File: src/rtl/mulu_seq_ctrl.sv
// Sequential unsigned shift-add multiplier controller, one step per clock.
// Optional early termination when the multiplier runs out: MULU_EARLY_TERM_EN.
module mulu_seq_ctrl #(
  parameter int WIDTH = 8,
  parameter int CNT_W = $clog2(WIDTH)
) (
  input  logic               clk,
  input  logic               rst_n,
  input  logic               in_valid,
  output logic               in_ready,
  input  logic [WIDTH-1:0]   a,
  input  logic [WIDTH-1:0]   b,
  input  logic               abort,
  output logic               out_valid,
  input  logic               out_ready,
  output logic [2*WIDTH-1:0] c
);

  localparam logic [1:0] IDLE = 2'b00;
  localparam logic [1:0] RUN  = 2'b01;
  localparam logic [1:0] DONE = 2'b10;

  localparam logic [CNT_W-1:0] LAST = CNT_W'(WIDTH - 1);

  logic [1:0]         state;
  logic [2*WIDTH-1:0] x;
  logic [WIDTH-1:0]   y;
  logic [2*WIDTH-1:0] z;
  logic [CNT_W-1:0]   cnt;

  logic [2*WIDTH-1:0] z_nxt;
  logic               fin;

  // Accumulator after this step and the run-exit condition.
  always_comb begin
    z_nxt = z + (y[0] ? x : '0);
`ifdef MULU_EARLY_TERM_EN
    fin   = (cnt == LAST) || (y[WIDTH-1:1] == '0);
`else
    fin   = (cnt == LAST);
`endif
  end

  assign in_ready  = (state == IDLE);
  assign out_valid = (state == DONE);

  // Control state, datapath registers and product register.
  always_ff @(posedge clk or negedge rst_n) begin
    if (!rst_n) begin
      state <= IDLE;
      x     <= '0;
      y     <= '0;
      z     <= '0;
      cnt   <= '0;
      c     <= '0;
    end else if (abort) begin
      state <= IDLE;
    end else begin
      case (state)
        IDLE: begin
          if (in_valid) begin
            x     <= {{WIDTH{1'b0}}, a};
            y     <= b;
            z     <= '0;
            cnt   <= '0;
            state <= RUN;
          end
        end
        RUN: begin
          z   <= z_nxt;
          x   <= x << 1;
          y   <= y >> 1;
          cnt <= cnt + 1'b1;
          if (fin) begin
            c     <= z_nxt;
            state <= DONE;
          end
        end
        DONE: begin
          if (out_ready)
            state <= IDLE;
        end
        default: state <= IDLE;
      endcase
    end
  end

endmodule

File: config.mk
export PLATFORM = sky130hd
export DESIGN_NAME = mulu_seq_ctrl
export DESIGN_NICKNAME = d
export VERILOG_FILES = /design/src/rtl/mulu_seq_ctrl.sv
export SDC_FILE = /design/constraint.sdc
export NUM_CORES = 1
export LEC_CHECK = 0
export CORE_UTILIZATION = 40
export DETAILED_ROUTE_END_ITERATION = 12
export SYNTH_ARGS = -nofsm -noshare
export SYNTH_HDL_FRONTEND = slang
export SYNTH_SLANG_ARGS = --single-unit
File: constraint.sdc
create_clock -name clk -period 8.8 [get_ports clk]
set_input_delay 1.76 -clock clk [delete_from_list [all_inputs] [get_ports clk]]
set_output_delay 1.76 -clock clk [all_outputs]
set_load 0.05 [all_outputs]
==> results.tsv <==
metric	value	unit
outcome	finished, final reports clean	
clock_skew	0.00889	ns
min_from	c[15]$_DFFE_PN0P_	
crit_chain	clkdlybuf4s50_1, nor2_4, nand2_2, a221o_1	
synth-edff-count	0	
syn_nets	334	
hold_depth	2	
grt_max_degree	62	
track_usage	17.7	%
ir_drop	0.0680	mV
cts_hold_buf	0	
r2r_end	c[10]$_DFFE_PN0P_	
synth_cell_types	43	
dp_slack	4.81	ns
period_share	41.1	%
setup_viol	0	
yosysMostFrequentCell	dfrtp_1	
routedWlPerCell	15.0	microns
synth.top_cells.by_area	dfrtp_1, ha_1, a22o_1, mux2i_1, o21ai_0	
numCtsBuffers	9	
start_util	41.5	%
fin_setup_tns	0	ns
crit_fanout	28	
fin_ws	5.18	ns
maxSlewHeadroom	26.5	%
yosys_warnings	0	
first_pass_iters	4	
tightestPinTransition	1.10	ns
dp_hpwl	4410	microns
final-hold-violation-count	0	
nets	372	
rsz0062_at_grt	no	
cts_tree	done	
synth_common_cells	dfrtp_1, nand2_1, a22o_1, o21ai_0	
grt_pass1_vias	2437	
p_per_area	186	nW/um^2
slowest_stage	nor2_4	
cp_num_buf_inv	1	
start_kind	input pin	
netlist_area	3220	sq um
p_leak	1.91	nW
post_cts_buffers	0	
end_kind	flip-flop	
die-height	91.8	microns
grt_pass1_wl	11700	microns
rows	32	
diodes	0	
syn_inst	295	
synth_ff_type	dfrtp_1	
timing.fmax	0.276	GHz
htree_levels	3	
hp-class	reg2reg	
ios	39	
die_w	91.8	microns
critPathKind	in2reg	
clock_path_buffers	2	
fin_crit	3.62	ns
drv_slew	0	
critical_path.top_delay_family	simple AND/OR/NAND/NOR gates	
regToRegStartpoint	y[0]$_DFFE_PN0P_	
power.total	0.731	mW
postCtsResizedCells	0	
hold_path_end	c[15]$_DFFE_PN0P_	
grt.overflow.total	0	
r2r_cells	9	
cts_num_sinks	61	
rrSetupSlack	5.75	ns
num_vias	2304	
critPathMaxStageDelay	0.62	ns
max_cap_violations	0	
wirelength	6580	microns
drtAntennaViolNets	0	
required	9.03	ns
async_reset_ff_share	100	%
drc_errors	0	
ys_ff_latch	61	
synth_area_leader_cell	dfrtp_1	
antenna_found_initial	0	
synth.avg_cell_area	10.9	sq um
clk_pin_slew	0.07	ns
cp.arrival	3.85	ns
coreArea	7770	sq um
clk_latency	0.34	ns
netlist.area_leader.share	47.3	%
gp_congestion	0.884	
cts-root-buf	clkbuf_8	
viasPerCell	5.24	
die_area	8420	sq um
first_iter_violations	146	
syn_to_final_growth	21.8	%
io_buffers	38	
drive_gt1_share	9.47	%
yosysSeqAreaShare	47.3	%
cp-startpoint	abort	
-- per-stage QoR --
| stage | instance area, sq um | instances | util (%) | hold slack [ns] |
|---|---|---|---|---|
| 2_1_floorplan | 3220 | 295 | - | 0.449 |
| 3_3_place_gp | 3700 | 424 | 47.6 | 0.461 |
| 3_5_place_dp | 3700 | 424 | 47.6 | 0.470 |
| 4_1_cts | 3930 | 440 | 50.5 | 0.485 |
| 5_1_grt | 3930 | 440 | 50.5 | 0.508 |
| 6_report | 3930 | 440 | 50.5 | 0.480 |
-- layout by cell type (no fill, tap or decap), types with 8 or more instances in the layout --
cell type and count:
a21oi_1 8, a22o_1 24, and2_1 15, clkbuf_8 11, clkdlybuf4s50_1 37, dfrtp_1 61
ha_1 17, mux2_1 9, mux2i_1 17, nand2_1 28, nor2_1 12, o21ai_0 22
xnor2_1 9
-- layout make-up --
type	instances	area [sq um]
clock buffers	12	155
clock inverters	4	70.1
fillers	741	3840
inverters	3	11.3
multi-input cells	218	1650
flip-flops and latches	61	1530
well taps	102	128
repair buffers	40	390
-- sequential cells by signal (all words and copies together) (netlist names) --
register	cells
c	16
y	8
x	16
cnt	3
state	2
z	16
-- report_power, final --
group          internal (mW)  total, mW  leakage, nW  switching (mW)
Sequential             0.307      0.327        0.821          0.0208
Clock                  0.174      0.285        0.116           0.111
Combinational         0.0542      0.119        0.974          0.0648
Total                  0.535      0.731         1.91           0.196
-- per-layer routing --
metal,GRT usage (%),part of all wire (%),vias up
li1,-,-,1144
met1,24.1,50,1113
met2,27.6,46,40
met3,4.48,3.0,7
met4,6.12,1.2,0
met5,0,0,-
-- kinds of logic (layout without fill, tap and decap cells) --
kind of cell	count (synthesis)	after routing	share of synthesized area (%)
adders and majority gates	18	18	7.22
buffers and inverters	16	59	1.98
xor gates and xnor gates	14	14	3.80
AOI/OAI and AO/OA	77	77	17.5
and+or+nand+nor	78	78	12.0
muxes	31	31	10.2
DFF	61	61	47.3
-- worst reg2reg max path, delay by kind of cell (launching register included) --
family | cells | cell delay, ns
XOR/XNOR | 1 | 0.15
flip-flops | 1 | 0.55
AND/OR/NAND/NOR | 3 | 0.72
adder cells (fa/ha/maj) | 2 | 0.63
multiplexers | 1 | 0.28
AO/OA/AOI/OAI | 2 | 0.61
-- how the worst max path moves through the flow --
stage / slack [ns] / depth (start not counted) / to
CTS: 5.17 / 4 / c[13]$_DFFE_PN0P_
finish: 5.18 / 4 / c[13]$_DFFE_PN0P_
detailed placement: 4.81 / 4 / c[13]$_DFFE_PN0P_
floorplan: 5.89 / 1 / out_valid
global placement: 4.89 / 4 / c[13]$_DFFE_PN0P_
global route: 5.05 / 4 / c[13]$_DFFE_PN0P_
(Power assumes the default switching activity.)
